**config.mk**
```make
export PLATFORM = sky130hd
export DESIGN_NAME = axi_wr_req_ctlr
export DESIGN_NICKNAME = d
export VERILOG_FILES = /design/src/rtl/axi_wr_req_ctlr.sv
export SDC_FILE = /design/constraint.sdc
export NUM_CORES = 1
export LEC_CHECK = 0
export BUFFER_PORTS_ARGS = -buffer_cell sky130_fd_sc_hd__buf_2
export CAP_MARGIN = 20
export CELL_PAD_IN_SITES_DETAIL_PLACEMENT = 1
export CELL_PAD_IN_SITES_GLOBAL_PLACEMENT = 2
export CORE_MARGIN = 4
export CORE_UTILIZATION = 28
export CTS_CLUSTER_DIAMETER = 120
export DETAILED_ROUTE_END_ITERATION = 8
export PLACE_DENSITY_LB_ADDON = 0.1
export SYNTH_ARGS = -nofsm -noshare
export SYNTH_HDL_FRONTEND = slang
export SYNTH_SLANG_ARGS = --single-unit
```
**constraint.sdc**
```tcl
create_clock -name clk -period 2.15 [get_ports clk]
set_input_delay 0.5375 -clock clk [delete_from_list [all_inputs] [get_ports clk]]
set_output_delay 0.5375 -clock clk [all_outputs]
set_load 0.1 [all_outputs]
```
**src/rtl/axi_wr_req_ctlr.sv**
```systemverilog
// Single-beat AXI4 write master: one command in, AW+W out, B back,
// completion pulse with error flag. One transaction in flight.
module axi_wr_req_ctlr #(
   parameter logic [2:0] AWSIZE = 3'h2,
   parameter logic [3:0] AWID   = 4'h0
) (
   input  logic         clk,
   input  logic         rst_n,
   output logic [63:0]  awaddr,
   output logic [1:0]   awburst,
   output logic [3:0]   awid,
   output logic [7:0]   awlen,
   output logic [2:0]   awsize,
   output logic         awvalid,
   input  logic         awready,
   output logic         awlock,
   output logic [2:0]   awprot,
   output logic [3:0]   awqos,
   output logic [3:0]   awcache,
   output logic [127:0] wdata,
   output logic [15:0]  wstrb,
   output logic         wlast,
   output logic         wvalid,
   input  logic         wready,
   input  logic [3:0]   bid,
   input  logic [1:0]   bresp,
   input  logic         bvalid,
   output logic         bready,
   input  logic         WqValid,
   input  logic [63:0]  WqAddr,
   input  logic [127:0] WqData,
   input  logic [15:0]  WqStrb,
   output logic         WqBusy,
   output logic         WqDone,
   output logic         WqErr
);

   typedef enum logic [1:0] {
      IDLE = 2'd0,
      SEND = 2'd1,
      RESP = 2'd2
   } state_t;

   state_t         state_q;
   logic [63:0]    awaddr_q;
   logic [127:0]   wdata_q;
   logic [15:0]    wstrb_q;
   logic           awvalid_q;
   logic           wvalid_q;
   logic           bready_q;
   logic           done_q;
   logic           err_q;
   logic           aw_done_q;
   logic           w_done_q;

   logic           aw_fire_d;
   logic           w_fire_d;
   logic           both_d;
   logic           unused_bid;

   // Handshake detection and "both channels finished" qualifier
   always_comb begin
      aw_fire_d = awvalid_q & awready;
      w_fire_d  = wvalid_q & wready;
      both_d    = (aw_done_q | aw_fire_d) & (w_done_q | w_fire_d);
   end

   // Transaction FSM with registered handshake and completion outputs
   always_ff @(posedge clk or negedge rst_n) begin
      if (!rst_n) begin
         state_q   <= IDLE;
         awaddr_q  <= '0;
         wdata_q   <= '0;
         wstrb_q   <= '0;
         awvalid_q <= 1'b0;
         wvalid_q  <= 1'b0;
         bready_q  <= 1'b0;
         done_q    <= 1'b0;
         err_q     <= 1'b0;
         aw_done_q <= 1'b0;
         w_done_q  <= 1'b0;
      end else begin
         done_q <= 1'b0;
         err_q  <= 1'b0;
         unique case (state_q)
            IDLE: begin
               if (WqValid) begin
                  awaddr_q  <= WqAddr;
                  wdata_q   <= WqData;
                  wstrb_q   <= WqStrb;
                  awvalid_q <= 1'b1;
                  wvalid_q  <= 1'b1;
                  aw_done_q <= 1'b0;
                  w_done_q  <= 1'b0;
                  state_q   <= SEND;
               end
            end
            SEND: begin
               if (aw_fire_d) begin
                  awvalid_q <= 1'b0;
                  aw_done_q <= 1'b1;
               end
               if (w_fire_d) begin
                  wvalid_q <= 1'b0;
                  w_done_q <= 1'b1;
               end
               if (both_d) begin
                  bready_q <= 1'b1;
                  state_q  <= RESP;
               end
            end
            RESP: begin
               if (bvalid && bready_q) begin
                  bready_q <= 1'b0;
                  done_q   <= 1'b1;
                  err_q    <= (bresp != 2'b00);
                  state_q  <= IDLE;
               end
            end
            default: begin
               state_q <= IDLE;
            end
         endcase
      end
   end

   assign unused_bid = ^bid;

   assign awaddr  = awaddr_q;
   assign awburst = 2'h1;
   assign awid    = AWID;
   assign awlen   = 8'h0;
   assign awsize  = AWSIZE;
   assign awvalid = awvalid_q;
   assign awlock  = 1'b0;
   assign awprot  = 3'h2;
   assign awqos   = 4'h0;
   assign awcache = 4'h0;
   assign wdata   = wdata_q;
   assign wstrb   = wstrb_q;
   assign wlast   = wvalid_q;
   assign wvalid  = wvalid_q;
   assign bready  = bready_q;
   assign WqBusy  = (state_q != IDLE);
   assign WqDone  = done_q;
   assign WqErr   = err_q;

endmodule

```
---- Yosys cells after proc, flatten, opt, wreduce, memory -nomap -nowiden ----
Cells that the tools add are included.
storage, ports and cells
  output and inout port bits .............. 244
  flip-flop bits (word level) ............. 217
  input port bits ......................... 220
  logic and storage cells ................. 55
operators by class
  equal/unequal tests ..................... 7
  reduce and logical (&&, ||, !) cells .... 11
  bitwise logic cells ..................... 5
  muxes and demuxes ....................... 21
operators with widths
  kind                count
  $mux 1              12
  $reduce_and 3->1    4
  $ne 2x2->1 const B  5
  $pmux 1 s2          5
  $reduce_bool 2->1   4
  $mux 2              3
  $pmux 2 s3          1
  $and 1x1->1         3
  $eq 2x1->1 const B  1
  $eq 2x2->1 const B  1
  $logic_not 2->1     1
  $or 1x1->1          2
  $reduce_and 2->1    1
  $logic_and 1x1->1   1

---- Depth between registers and ports, before layout ----
Gate-level depths: netlist of the first run.
  depth after elaboration ................. 5
  mapped depth ............................ 6
  gate-level depth less buffers ........... 3

---- Worst setup path before layout of the first run ----
No wires, ideal clock.
  path type ............................... reg-to-output
  start ................................... reg wvalid_q, in the netlist wlast
  end ..................................... out wvalid
  stages on the path, launching flop included .. 2
  setup slack ............................. 0.229 ns
  required time ........................... 1.612 ns
  data arrival time ....................... 1.383 ns
  cells stage by stage .................... dfrtp_1 -> buf_4
RTL lines
  item                    line  text
  start, declared         49    logic wvalid_q;
  start signal, assigned  76    wvalid_q <= 1'b0;
  start signal, assigned  92    wvalid_q <= 1'b1;
  start signal, assigned  104   wvalid_q <= 1'b0;
  end, declared           23    output logic wvalid,
No word-level cell between the ends.

---- Worst setup path after layout of the first run ----
  start ................................... reg state_q[1]
  end ..................................... out WqBusy
on the way
  cells in the longest elaborated chain, start to end .. 1
ends and longest elaborated chain
  item                    line  text
  start, declared         44    state_t state_q;
  start signal, assigned  71    state_q <= IDLE;
  start signal, assigned  95    state_q <= SEND;
  start signal, assigned  109   state_q <= RESP;
  $reduce_bool 2->1       144   assign WqBusy = (state_q != IDLE);
  end, declared           33    output logic WqBusy,
Every way passes these cells.

==> results.sh, run 1 <==
export IMPL_outcome="complete, no violations"
export IMPL_via_per_inst=4.23
export IMPL_first_pass_iters=4
export IMPL_wl_per_cell_um=19.3
export IMPL_hp_class="in -> reg"
export IMPL_final_common_cell="buf_2"
export IMPL_fin_crit_ns=2.02
export IMPL_hpwl_um=21000
export IMPL_rows=63
export IMPL_setup_viol=0
export IMPL_post_route_period_util_pct=93.8
export IMPL_grt_pass1_wl_um=39800
export IMPL_drc=0
export IMPL_grt_usage_pct=15.5
export IMPL_initial_utilization_pct=28.3
export IMPL_slew_viol_final=0
export IMPL_fin_ws_ns=0.133
export IMPL_cts_tree="built"
export IMPL_fin_tns_setup_ns=0
export IMPL_slew_headroom_pct=63.4
export IMPL_syn_avg_cell_area_um2=16.3
export IMPL_root_buffer="clkbuf_16"
export IMPL_cp_data_required_time_ns=1.61
export IMPL_worstSetupEndpointType="output pin"
export IMPL_port_buffers=430
export IMPL_grt_max_degree=49
export IMPL_critPathKind="reg -> out"
export IMPL_synth_cells=514
export IMPL_finalHoldViolations=0
export IMPL_grt_pass1_vias=6377
export IMPL_ant_nets=0
export IMPL_tightest_slew_ns=0.553
export IMPL_antenna_found_initial=6
export IMPL_cts_max_level=1
export IMPL_ys_types=19
export IMPL_cts_sinks=217
export IMPL_drt_iter0_markers=117
export IMPL_drive_gt1_share_pct=60.8
export IMPL_grt_overflow_total=0
export IMPL_core_area_um2=29600
export IMPL_pre_cts_slack_ns=0.275
export IMPL_async_flop_share_pct=100
export IMPL_die_area_um2=32800
export IMPL_syn_area_um2=8390
export IMPL_place_gp_congestion=0.745
export IMPL_crit_fanout=3
export IMPL_drv_cap=0
export IMPL_die_y_um=181
export IMPL_worstPathArrival_ns=1.48
export IMPL_crit_path_start_kind="flop"
export IMPL_wl_um=26600
export IMPL_fin_skew_ns=0.00464
export IMPL_post_cts_setup_buffer_count=0
export IMPL_yosysWarnings=0
export IMPL_die_x_um=181
export IMPL_clk_latency_ns=0.52
export IMPL_synth_edf_count=0
export IMPL_clk_path_buf_depth=3
export IMPL_rsz0062_at_grt="false"
export IMPL_num_vias=5825
export IMPL_area_growth_syn_to_layout_pct=41.1
export IMPL_cts_buffers=27
export IMPL_cts_clk_slew_worst_paths_ns=0.06
export IMPL_synth_seq_cells=217
export IMPL_ioPinCount=464
export IMPL_ys_flop_type="dfrtp_1"
export IMPL_mostFrequentLayoutCells="buf_2 (428), dfrtp_1 (217), mux2_2 (108)"
export IMPL_max_freq_mhz=496
export IMPL_ys_seq_area_share_pct=64.7
export IMPL_fin_nets=1187
export IMPL_fillers=3239
export IMPL_final_core_util_pct=40.0
registers in the layout, indices dropped and copies added (netlist names):
name	cells
wdata	128
awaddr	64
wstrb	16
state_q	2
WqDone	1
WqErr	1
aw_done_q	1
awvalid	1
bready	1
w_done_q	1
wlast	1
Yosys cell counts (2+ instances only):
| library cell | count | area (um2) |
|---|---|---|
| inv_1 | 5 | 18.8 |
| mux2_1 | 100 | 1130 |
| a31oi_1 | 2 | 12.5 |
| nor2b_1 | 3 | 18.8 |
| buf_2 | 9 | 45.0 |
| a21oi_1 | 4 | 20.0 |
| a22o_1 | 2 | 17.5 |
| mux2_2 | 108 | 1220 |
| o21ai_0 | 6 | 30.0 |
| buf_4 | 30 | 225 |
| dfrtp_1 | 217 | 5430 |
| conb_1 | 2 | 7.51 |
| nor2_1 | 7 | 26.3 |
| buf_6 | 14 | 158 |
metrics by stage:
step	std cells	hold WS [ns]	instance area [um2]
after floorplan	541	0.242	8490
after global placement	1327	0.463	11000
after detailed placement	1327	0.469	11000
after CTS	1377	0.194	11800
after global routing	1378	0.206	11800
final	1378	0.232	11800
layout make-up:
class	count	area (um2)	share of cell area [%]
timing repair buffer	450	2470	20.8
antenna	1	2.50	0.0211
inverter	5	18.8	0.158
clock inverter	10	50.0	0.423
sequential	217	5430	45.8
clock buffer	39	771	6.51
multi-input combinational	266	2620	22.1
tap	390	488	4.12
worst max-delay path, stage by stage (launching register included):
cell and delay, ns:
dfrtp_1 0.37, or2_1 0.32, buf_4 0.28
cell families (layout without fill, tap and decap cells):
logic type / count (synthesis) / in the layout / synth area share (%)
flops: 217 / 217 / 64.7
simple gates: 15 / 15 / 1.03
buf+inv: 58 / 504 / 5.32
compound gates: 14 / 14 / 0.954
other cells: 2 / 30 / 0.0895
mux: 208 / 208 / 27.9
final timing paths:
kind	start	slack [ns]	end	depth (start not counted)
max reg2reg	state_q[1]	0.38	wdata[27]	5
min in group asynchronous	rst_n	0.51	wdata[48]	2
max in group asynchronous	rst_n	0.96	wstrb[14]	3
max	state_q[1]	0.13	WqBusy	2
min	WqData[73]	0.23	wdata[73]	2
min reg2reg	wdata[73]	0.48	wdata[73]	1
layer usage:
| metal | GRT usage, % | part of all wire, % | vias up |
|---|---|---|---|
| li1 | - | - | 2640 |
| met1 | 17.7 | 38 | 2841 |
| met2 | 27.1 | 50 | 285 |
| met3 | 6.46 | 9.8 | 49 |
| met4 | 3.78 | 2.6 | 10 |
| met5 | 0 | 0.28 | - |
timing repair:
| action | in CTS | in global routing |
|---|---|---|
| hold buffers | 1 | 0 |
| endpoints found under the setup margin | 1 | 0 |
| resized for setup | 1 | 0 |
| hold endpoints to repair | 28 | 0 |
Power of run 1 is left out: the tool's default activity adds up to more than one toggle a clock period on the data nets, which glitch-free logic cannot reach.
==> inputs of run 2 (changes only) <==
--- a/config.mk
+++ b/config.mk
@@ -13,6 +13,7 @@
 export CORE_UTILIZATION = 28
 export CTS_CLUSTER_DIAMETER = 120
 export DETAILED_ROUTE_END_ITERATION = 8
+export GPL_TIMING_DRIVEN = 0
 export PLACE_DENSITY_LB_ADDON = 0.1
 export SYNTH_ARGS = -nofsm -noshare
 export SYNTH_HDL_FRONTEND = slang
==> results.sh, run 2 (same netlist as run 1, synthesis figures left out) <==
export IMPL_outcome="complete, no violations"
export IMPL_grt_overflow_total=0
export IMPL_holdPathEnd="wdata[36]"
export IMPL_design_area_um2=12100
export IMPL_crit_fanout=7
export IMPL_timing_rr_start="state_q[0]"
export IMPL_fin_skew_ns=0.00677
export IMPL_hp_class="in -> reg"
export IMPL_cts_buffers=26
export IMPL_grt_usage_pct=16.0
export IMPL_drt_iter0_markers=199
export IMPL_post_dp_cell_area_um2=11200
export IMPL_antenna_found_initial=6
export IMPL_tightest_slew_ns=0.604
export IMPL_slew_viol_final=0
export IMPL_fin_crit_ns=2.10
export IMPL_fin_nets=1224
export IMPL_num_vias=6010
export IMPL_drive_gt1_share_pct=62.5
export IMPL_place_gp_congestion=0.752
export IMPL_post_route_period_util_pct=97.5
export IMPL_drc=0
export IMPL_cts_max_level=1
export IMPL_core_area_um2=29600
export IMPL_worstHoldStart="WqData[36]"
export IMPL_clk_latency_ns=0.51
export IMPL_drv_cap=0
export IMPL_largest_reg_flops=128
export IMPL_final_common_cell="buf_2"
export IMPL_grt_pass1_vias=6478
export IMPL_hpwl_um=21600
export IMPL_finalHoldViolations=0
export IMPL_initial_utilization_pct=28.3
export IMPL_rows=63
export IMPL_slew_headroom_pct=59.7
export IMPL_setup_viol=0
export IMPL_wl_per_cell_um=19.5
export IMPL_grt_max_degree=105
export IMPL_worstPathArrival_ns=1.56
export IMPL_r2r_worst_path_cells=6
export IMPL_cp_data_required_time_ns=1.61
export IMPL_r2r_end="wdata[31]"
export IMPL_holdPathStages=2
export IMPL_port_buffers=430
export IMPL_area_growth_syn_to_layout_pct=44.6
export IMPL_root_buffer="clkbuf_16"
export IMPL_mostFrequentLayoutCells="buf_2 (436), dfrtp_1 (216), mux2_2 (108)"
export IMPL_crit_path_start_kind="flop"
export IMPL_die_y_um=181
export IMPL_fin_hold_ws_ns=0.234
export IMPL_via_per_inst=4.25
export IMPL_cts_sinks=217
export IMPL_cts_tree="built"
export IMPL_wl_um=27600
export IMPL_rrSetupSlack_ns=0.20
export IMPL_worstSetupEndpointType="output pin"
export IMPL_cts_clk_slew_worst_paths_ns=0.06
export IMPL_die_area_um2=32800
export IMPL_grt_pass1_wl_um=40900
export IMPL_ant_nets=0
export IMPL_first_pass_iters=4
export IMPL_clk_path_buf_depth=3
export IMPL_critPathKind="reg -> out"
export IMPL_die_x_um=181
export IMPL_ioPinCount=464
export IMPL_max_freq_mhz=477
[run 2: metrics by stage]
step / utilization, % / setup slack (ns) / setup TNS (ns) / instances
after floorplan: - / 0.229 / 0 / 541
after global placement: 37.6 / -3.70 / -797.29 / 1361
after detailed placement: 37.8 / 0.143 / 0 / 1363
after CTS: 40.9 / 0.0180 / 0 / 1411
after global routing: 40.9 / -0.00783 / -0.00783 / 1415
final: 40.9 / 0.0531 / 0 / 1415
[run 2: layer usage]
| metal | vias to the layer above | GRT usage [%] | routed length (um) |
|---|---|---|---|
| met5 | - | 0 | 55 |
| met4 | 8 | 3.87 | 537 |
| met3 | 41 | 7.15 | 2910 |
| met2 | 283 | 27.9 | 13900 |
| met1 | 2963 | 17.9 | 10200 |
| li1 | 2715 | - | - |
[run 2: worst max path at each step]
stage	cells past startpoint	slack (ns)	start	end
after floorplan	1	0.23	wlast	wvalid
after global placement	1	-3.70	rst_n	awaddr[36]
after detailed placement	6	0.14	state_q[1]	wdata[101]
after CTS	3	0.02	state_q[1]	WqBusy
after global routing	3	-0.008	state_q[0]	WqBusy
final	3	0.05	state_q[0]	WqBusy
[run 2: final cells by class]
type	instances	area, um2
fill	3263	17500
sequential	217	5430
inverter	5	18.8
clock buffer	38	777
clock inverter	9	120
timing repair buffer	435	2250
antenna	2	5.00
multi-input combinational	266	2620
buffer	53	428
tap	390	488
[run 2: critical path, stage by stage (launching register included)]
cell,delay [ns]
dfrtp_1,0.45
or2_1,0.24
buf_2,0.16
buf_6,0.19
[run 2: repair_timing]
action	in CTS	in global routing
gates cloned	0	0
endpoints found under the hold margin	33	0
endpoints found under the setup margin	1	2
hold buffers	1	0
gates resized for setup	3	1
buffers inserted	0	2
Power of run 2 is left out for the same reason.
